[config.mk]
export PLATFORM = sky130hd
export DESIGN_NAME = binary_to_gray_counter
export DESIGN_NICKNAME = d
export VERILOG_FILES = /design/src/rtl/binary_to_gray_pkg.sv /design/src/rtl/binary_to_gray.sv /design/src/rtl/binary_to_gray_counter.sv
export SDC_FILE = /design/constraint.sdc
export NUM_CORES = 1
export LEC_CHECK = 0
export BUFFER_PORTS_ARGS = -buffer_cell sky130_fd_sc_hd__buf_2
export CORE_ASPECT_RATIO = 1.2
export CORE_UTILIZATION = 29
export CTS_CLUSTER_SIZE = 12
export DETAILED_ROUTE_END_ITERATION = 7
export PLACE_DENSITY = 0.52
export SLEW_MARGIN = 20
export SYNTH_ARGS = -nofsm -noshare
export SYNTH_HDL_FRONTEND = slang
export SYNTH_SLANG_ARGS = --single-unit
[constraint.sdc]
create_clock -name clk -period 1.4 [get_ports clk]
set_input_delay 0.07 -clock clk [delete_from_list [all_inputs] [get_ports clk]]
set_output_delay 0.07 -clock clk [all_outputs]
set_load 0.1 [all_outputs]
[src/rtl/binary_to_gray_pkg.sv]
// Shared types and the Gray encoding function for the binary-to-Gray counter.
package binary_to_gray_pkg;

    localparam int unsigned DEFAULT_WIDTH = 3;
    // Widest value the shared encoding function handles.
    localparam int unsigned MAX_WIDTH = 32;

    typedef enum logic {
        IDLE,
        RUN
    } state_t;

    // Reflected binary code: each bit is XORed with its upper neighbour.
    function automatic logic [MAX_WIDTH-1:0] bin2gray(input logic [MAX_WIDTH-1:0] bin);
        return bin ^ (bin >> 1);
    endfunction

endpackage

[src/rtl/binary_to_gray.sv]
// Combinational WIDTH-bit binary to Gray encoder (WIDTH up to MAX_WIDTH).
module binary_to_gray
    import binary_to_gray_pkg::*;
#(
    parameter int unsigned WIDTH = DEFAULT_WIDTH
) (
    input  logic [WIDTH-1:0] bin,
    output logic [WIDTH-1:0] gray
);

    // Widen into the shared function and keep only the low WIDTH bits.
    assign gray = WIDTH'(bin2gray(MAX_WIDTH'(bin)));

endmodule

[src/rtl/binary_to_gray_counter.sv]
// Loadable up/down Gray counter with a programmable step period.
// A load converts and registers a binary value; RUN steps the count every DIV cycles.
module binary_to_gray_counter
    import binary_to_gray_pkg::*;
#(
    parameter int unsigned WIDTH = DEFAULT_WIDTH,
    parameter int unsigned DIV   = 1
) (
    input  logic             clk,
    input  logic             rst,
    input  logic             load_valid,
    output logic             load_ready,
    input  logic [WIDTH-1:0] load_bin,
    input  logic             start,
    input  logic             stop,
    input  logic             up_down,
    output logic [WIDTH-1:0] gray_out,
    output logic [WIDTH-1:0] bin_out,
    output logic             gray_valid,
    output logic             wrap,
    output logic             busy
);

    // A 1-cycle period still needs a 1-bit prescaler to keep the vector legal.
    localparam int unsigned PW = (DIV > 1) ? $clog2(DIV) : 1;
    localparam logic [PW-1:0] PRESC_MAX = PW'(DIV - 1);
    localparam logic [WIDTH-1:0] BIN_MAX = {WIDTH{1'b1}};
    localparam logic [WIDTH-1:0] BIN_ZERO = '0;

    state_t           state_q;
    logic [WIDTH-1:0] bin_q;
    logic [WIDTH-1:0] gray_q;
    logic             valid_q;
    logic             wrap_q;
    logic [PW-1:0]    presc_q;

    logic             load_fire;
    logic             step_fire;
    logic [WIDTH-1:0] bin_next;
    logic [WIDTH-1:0] gray_next;
    logic             wrap_next;

    // Select the next binary value: load in IDLE, or one step in RUN unless stop is present.
    always_comb begin
        load_fire = (state_q == IDLE) && load_valid;
        step_fire = (state_q == RUN) && !stop && (presc_q == PRESC_MAX);
        bin_next  = bin_q;
        wrap_next = 1'b0;
        if (load_fire) begin
            bin_next = load_bin;
        end else if (step_fire) begin
            if (up_down) begin
                bin_next  = bin_q + WIDTH'(1);
                wrap_next = (bin_q == BIN_MAX);
            end else begin
                bin_next  = bin_q - WIDTH'(1);
                wrap_next = (bin_q == BIN_ZERO);
            end
        end
    end

    binary_to_gray #(
        .WIDTH(WIDTH)
    ) u_encoder (
        .bin (bin_next),
        .gray(gray_next)
    );

    // State, prescaler and registered outputs; reset clears everything immediately.
    always_ff @(posedge clk or posedge rst) begin
        if (rst) begin
            state_q <= IDLE;
            bin_q   <= '0;
            gray_q  <= '0;
            valid_q <= 1'b0;
            wrap_q  <= 1'b0;
            presc_q <= '0;
        end else begin
            valid_q <= load_fire | step_fire;
            wrap_q  <= wrap_next;
            if (load_fire || step_fire) begin
                bin_q  <= bin_next;
                gray_q <= gray_next;
            end
            unique case (state_q)
                IDLE: begin
                    // A load in the same cycle takes priority over start.
                    if (!load_valid && start) begin
                        state_q <= RUN;
                        presc_q <= '0;
                    end
                end
                RUN: begin
                    // stop beats both start and a pending step.
                    if (stop) begin
                        state_q <= IDLE;
                        presc_q <= '0;
                    end else if (presc_q == PRESC_MAX) begin
                        presc_q <= '0;
                    end else begin
                        presc_q <= presc_q + PW'(1);
                    end
                end
                default: begin
                    state_q <= IDLE;
                    presc_q <= '0;
                end
            endcase
        end
    end

    assign load_ready = (state_q == IDLE);
    assign busy       = (state_q == RUN);
    assign gray_out   = gray_q;
    assign bin_out    = bin_q;
    assign gray_valid = valid_q;
    assign wrap       = wrap_q;

endmodule

Word-level counts from Yosys, hierarchy flattened

Index checks and enable logic that the tools add are counted.

Add/subtract/negate cells: 3
$mul: 0
Divide/modulo/power cells: 0
Order comparisons: 0
Equal/unequal tests: 2
Shifts and indexed selects: 0
Mux-type cells: 13
Bitwise logic cells: 4
Reduce and logical (&&, ||, !) cells: 8

Operators with widths:

| cell                                                   | number |
|---|---|
| 2-to-1 mux 3 bit                                       | 3 |
| 2-to-1 mux 1 bit                                       | 8 |
| logical AND 1 bit                                      | 4 |
| case mux 1 bit (2 select lines)                        | 2 |
| adder 3 x 1 -> 3 bit (second input constant)           | 1 |
| == test 3 bit (second input constant)                  | 1 |
| zero test 3 bit                                        | 1 |
| subtractor 3 x 1 -> 3 bit (second input constant)      | 1 |
| bitwise XOR 3 x 2 -> 3 bit                             | 1 |
| zero test 1 bit                                        | 2 |
| inequality test 2 x 1 -> 1 bit (second input constant) | 1 |
| inverter 1 bit                                         | 2 |
| adder 1 bit (second input constant)                    | 1 |
| logical OR 1 bit                                       | 1 |
| bitwise OR 1 bit                                       | 1 |

Flip-flop bits (word level): 10
Bits in latches: 0
RAM bits: 0
Memory bits (read-only): 0
Bits of input ports: 9
Word-level logic and storage cells: 36
Memories: 0

Depth between registers and ports, before layout

Word-level depth: 6
Mapped depth: 6
Gate-level depth less buffers: 6

By module

A second synthesis with hierarchy kept.

Cells, all modules: 42
Area total of the unflattened synthesis: 491.7 um^2

Modules (own cells, without submodules):

| module                 | instances | cells an instance | area an instance (um^2) |
|---|---|---|---|
| binary_to_gray_counter | 1         | 39                | 466.7 |
| binary_to_gray         | 1         | 3                 | 25.0 |

Worst setup path before layout

OpenSTA, ideal clock, no wires.

Kind: register to register
Start point: reg bin_q[0], in the netlist bin_out[0]
End point: reg gray_q[1], in the netlist gray_out[1]
Setup time: 0.079 ns
Arrival time: 2.246 ns
Required time: 1.321 ns
Path slack: -0.926 ns
Cell stages (with the launch flop): 7
Clock period less this slack: 2.326 ns
Cells stage by stage: dfrtp_1 -> inv_1 -> fa_1 -> xor2_1 -> xnor2_1 -> o21ai_2 -> mux2i_1

Cells in the longest elaborated chain, start to end: 5

Ends and longest elaborated chain:

| what                                                              | line                                                       | text |
|---|---|---|
| start: declaration                                                | binary_to_gray_counter.sv:31                               | `logic [WIDTH-1:0] bin_q;` |
| start signal: assignment                                          | binary_to_gray_counter.sv:82                               | `bin_q <= bin_next;` |
| subtractor 3 x 1 -> 3 bit or adder 3 x 1 -> 3 bit (tied branches) | binary_to_gray_counter.sv:56, binary_to_gray_counter.sv:53 |  |
| 2-to-1 mux 3 bit *                                                | binary_to_gray_counter.sv:52                               | `if (up_down) begin` |
| 2-to-1 mux 3 bit *                                                | binary_to_gray_counter.sv:51                               | `end else if (step_fire) begin` |
| 2-to-1 mux 3 bit *                                                | binary_to_gray_counter.sv:49                               | `if (load_fire) begin` |
| bitwise XOR 3 x 2 -> 3 bit *                                      | binary_to_gray_pkg.sv:15                                   | `return bin ^ (bin >> 1);` |
| end signal: assignment                                            | binary_to_gray_counter.sv:83                               | `gray_q <= gray_next;` |
| end: declaration                                                  | binary_to_gray_counter.sv:32                               | `logic [WIDTH-1:0] gray_q;` |

Mark *: on every way between the ends. The rest lies on a longest branch, timed or not.
A chain may end at the register's enable or synchronous reset.

Worst setup path in the final report

Start point: reg bin_q[1], in the netlist bin_out[1]
End point: reg gray_q[1], in the netlist gray_out[1]

Cells in the longest elaborated chain, start to end: 5

Ends and longest elaborated chain:

| what                                                              | line |
|---|---|
| subtractor 3 x 1 -> 3 bit or adder 3 x 1 -> 3 bit (tied branches) | binary_to_gray_counter.sv:56, binary_to_gray_counter.sv:53 |
| 2-to-1 mux 3 bit                                                  | binary_to_gray_counter.sv:52 |
| 2-to-1 mux 3 bit *                                                | binary_to_gray_counter.sv:51 |
| 2-to-1 mux 3 bit *                                                | binary_to_gray_counter.sv:49 |
| bitwise XOR 3 x 2 -> 3 bit *                                      | binary_to_gray_pkg.sv:15 |

Marks and branches as above.

==> flow_summary.json <==
{
  "clock_sink_count": 8,
  "gp_congestion": 0.678,
  "cts_max_path_buffers": 2,
  "criticalPathCategory": "flop to flop",
  "horiz_die_dim_um": 39.1,
  "actual_transition_at_the_worst_max_transition_pin_ns": 0.488,
  "clk_latency_ns": 0.25,
  "min_clock_period_post_route_ns": 1.55,
  "power_density_nw_per_um2": 1900,
  "crit_path_max_fanout": 2,
  "route.detailed.drc": 0,
  "dp_hpwl_um": 788,
  "maximum_clock_skew_at_final_layout_ns": 0.00171,
  "port_buffers": 18,
  "setup.reg_to_reg.worst_slack_ns": -0.15,
  "detailed_place.area_um2": 612,
  "report.final.hold_viol_count": 0,
  "finalWirelength_um": 970,
  "num-nets-final": 81,
  "grt_setup_unrepaired": "yes",
  "floorplan.io_pins": 19,
  "max_slew_margin_pct": 67.7,
  "antenna_violations_before_repair": 0,
  "yosys_warnings": 0,
  "hold_path.class": "input pin to flop",
  "rr_startpoint": "bin_out[1]",
  "synth.yosys.seq_area_share_pct": 41.9,
  "power.ir.vdd_worst_mv": 1.05,
  "detailroute.via_count": 395,
  "p_int_uw": 543,
  "power.leakage_nw": 0.315,
  "critPathLaunchType": "flop",
  "synthesized_net_count": 56,
  "synth.cell_area_um2": 478,
  "finalWorstSetupSlack_ns": -0.147,
  "fp-row-count": 15,
  "grt_pass1_wl_um": 1460,
  "effective_utilization_at_floorplan_pct": 32.2,
  "critical_path.endpoint_type": "flop",
  "cts_root_buffer": "sky130_fd_sc_hd__clkbuf_4",
  "syn2layout_area_growth_pct": 34.8,
  "core-area_um2": 1480,
  "slew_violations": 0,
  "clock.fmax_mhz": 646,
  "status": "complete, but fails checks",
  "detail-route-antenna-nets": 0,
  "vias_per_cell": 4.59,
  "ant_diodes": 0,
  "finalInstanceArea_um2": 644,
  "largest_net_degree_at_the_start_of_global_routing": 11,
  "netSwitchingPower_uw": 678,
  "cts_tree": "yes",
  "dieArea_um2": 1820,
  "setup_viol_count_final": 3,
  "cts.htree.levels": 1,
  "hp-start": "start",
  "crit_required_ns": 1.57,
  "post_synth.cell_area_avg_um2": 10.4,
  "postSynthRegisterBits": 8,
  "final_global_route_overflow_total": 0,
  "detailedRoute.firstIterationViolations": 2,
  "number_of_max_cap_violations": 0,
  "period_share_pct": 111,
  "power.share.clock_pct": 14.2,
  "wire_per_inst_um": 11.3,
  "seq_power_share_pct": 27.3,
  "timing.critical_path.arrival_ns": 1.72,
  "numCtsBuffers": 3,
  "power.switching_fraction_pct": 55.5,
  "drt_pass1_iterations": 4,
  "failed_checks": "negative setup slack",
  "combinationalPowerShare_pct": 58.5,
  "post_synth_num_cell_types": 25,
  "fin_worst_hold_slack_ns": 0.0257,
  "crit_path_start": "bin_out[1]",
  "chipHeight_um": 46.5,
  "grt_usage_pct": 12.8,
  "vias_in_the_first_global_route": 353,
  "drive_above_1_share_pct": 56.5,
  "clkTransAtPathRegs_ns": 0.05,
  "post_synth_inst_count": 46
}
cells in the mapped netlist:
master	count	area (µm²)
sky130_fd_sc_hd__dfrtp_1	8	200
sky130_fd_sc_hd__inv_1	6	22.5
sky130_fd_sc_hd__mux2i_1	4	40.0
sky130_fd_sc_hd__a21oi_1	3	15.0
sky130_fd_sc_hd__nand2_1	3	11.3
sky130_fd_sc_hd__a21oi_2	2	17.5
sky130_fd_sc_hd__nand2b_1	2	12.5
sky130_fd_sc_hd__a21o_1	1	7.51
sky130_fd_sc_hd__a22oi_2	1	12.5
sky130_fd_sc_hd__buf_4	1	7.51
sky130_fd_sc_hd__buf_6	1	11.3
sky130_fd_sc_hd__fa_1	1	20.0
sky130_fd_sc_hd__nand4_1	1	6.26
sky130_fd_sc_hd__nor2_1	1	3.75
sky130_fd_sc_hd__nor2_2	1	6.26
sky130_fd_sc_hd__nor2b_1	1	6.26
sky130_fd_sc_hd__nor2b_4	1	13.8
sky130_fd_sc_hd__nor3b_2	1	12.5
sky130_fd_sc_hd__o21a_1	1	7.51
sky130_fd_sc_hd__o21ai_0	1	5.00
sky130_fd_sc_hd__o21ai_1	1	5.00
sky130_fd_sc_hd__o21ai_2	1	8.76
sky130_fd_sc_hd__or4_1	1	7.51
sky130_fd_sc_hd__xnor2_1	1	8.76
sky130_fd_sc_hd__xor2_1	1	8.76
metal layers:
metal	vias to the layer above	part of all wire [%]	track usage (%)
met3	0	7.3	4.35
met2	15	47	18.7
met1	179	45	15.8
met4	0	0	8.28
li1	201	-	-
met5	-	0	0
flip-flops by register name (all words and copies together) (netlist names):
name	cells
busy	1
gray_valid	1
wrap	1
bin_out	3
gray_out	2
placed cells by master (no fill, tap or decap), types with 2 or more instances in the layout:
| cell type | Yosys | routed |
|---|---|---|
| sky130_fd_sc_hd__buf_2 | 0 | 18 |
| sky130_fd_sc_hd__mux2i_1 | 4 | 4 |
| sky130_fd_sc_hd__dfrtp_1 | 8 | 4 |
| sky130_fd_sc_hd__inv_1 | 6 | 3 |
| sky130_fd_sc_hd__nand2_1 | 3 | 3 |
| sky130_fd_sc_hd__a21oi_1 | 3 | 3 |
| sky130_fd_sc_hd__clkbuf_4 | 0 | 3 |
| sky130_fd_sc_hd__buf_4 | 1 | 3 |
| sky130_fd_sc_hd__a21oi_2 | 2 | 2 |
| sky130_fd_sc_hd__nand2b_1 | 2 | 2 |
| sky130_fd_sc_hd__dfrtp_4 | 0 | 2 |
| sky130_fd_sc_hd__dfrtp_2 | 0 | 2 |
cell families (layout without fill, tap and decap cells):
logic type                 count (synthesis)  count (layout)  share of synthesized area (%)
and+or+nand+nor                           12              12                           16.8
AOI/OAI and AO/OA                         11              11                           16.5
DFF                                        8               8                           41.9
buffers and inverters                      8              31                           8.64
muxes                                      4               4                           8.38
xor gates and xnor gates                   2               2                           3.67
adders and majority gates                  1               1                           4.19
timing repair:
item | 4_1_cts | 5_1_grt
gates resized for setup | 1 | 0
buffers inserted | 0 | 0
pin swaps | 3 | 1
hold endpoints to repair | 8 | 0
setup endpoints to repair | 4 | 5
cloned | 0 | 0
hold buffers | 1 | 0
critical path, cell delays in order (launching register included):
cell                      delay [ns]
sky130_fd_sc_hd__dfrtp_4        0.41
sky130_fd_sc_hd__inv_2          0.04
sky130_fd_sc_hd__fa_2           0.34
sky130_fd_sc_hd__xor2_1         0.16
sky130_fd_sc_hd__xnor2_1        0.14
sky130_fd_sc_hd__o21ai_2        0.18
sky130_fd_sc_hd__mux2i_1        0.20
stage by stage:
stage | instances | TNS, ns | total power, mW | setup WS, ns | utilization (%)
finish | 86 | -0.309 | 1.22 | -0.147 | 43.5
CTS | 86 | -0.340 | 1.24 | -0.158 | 43.5
detailed placement | 82 | -0.332 | 1.05 | -0.171 | 41.3
global placement | 82 | -0.325 | 1.05 | -0.164 | 41.3
floorplan | 46 | -1.01 | 0.932 | -0.358 | -
global route | 86 | -0.543 | 1.29 | -0.250 | 43.5
final timing paths:
kind | end | cells past startpoint
worst max-delay path | gray_out[1] | 6
worst min-delay path | busy | 3
worst max register to register | gray_out[1] | 6
worst min register to register | bin_out[2] | 1
max in group asynchronous | bin_out[1] | 3
min in group asynchronous | bin_out[0] | 3
area by class of cell:
class	count	area, µm²
tap	17	21.3
inverter	6	28.8
multi-input combinational	30	239
fill	147	838
clock buffer	3	22.5
timing repair buffer	22	123
sequential	8	210
power groups by stage:
stage / clock, mW / sequential (mW) / combinational [mW]
floorplan: 0 / 0.670 / 0.262
detailed placement: 0 / 0.336 / 0.716
global route: 0.199 / 0.341 / 0.747
CTS: 0.186 / 0.334 / 0.720
finish: 0.174 / 0.333 / 0.714
global placement: 0 / 0.336 / 0.716
No activity file was read; power rests on OpenSTA's default activity.
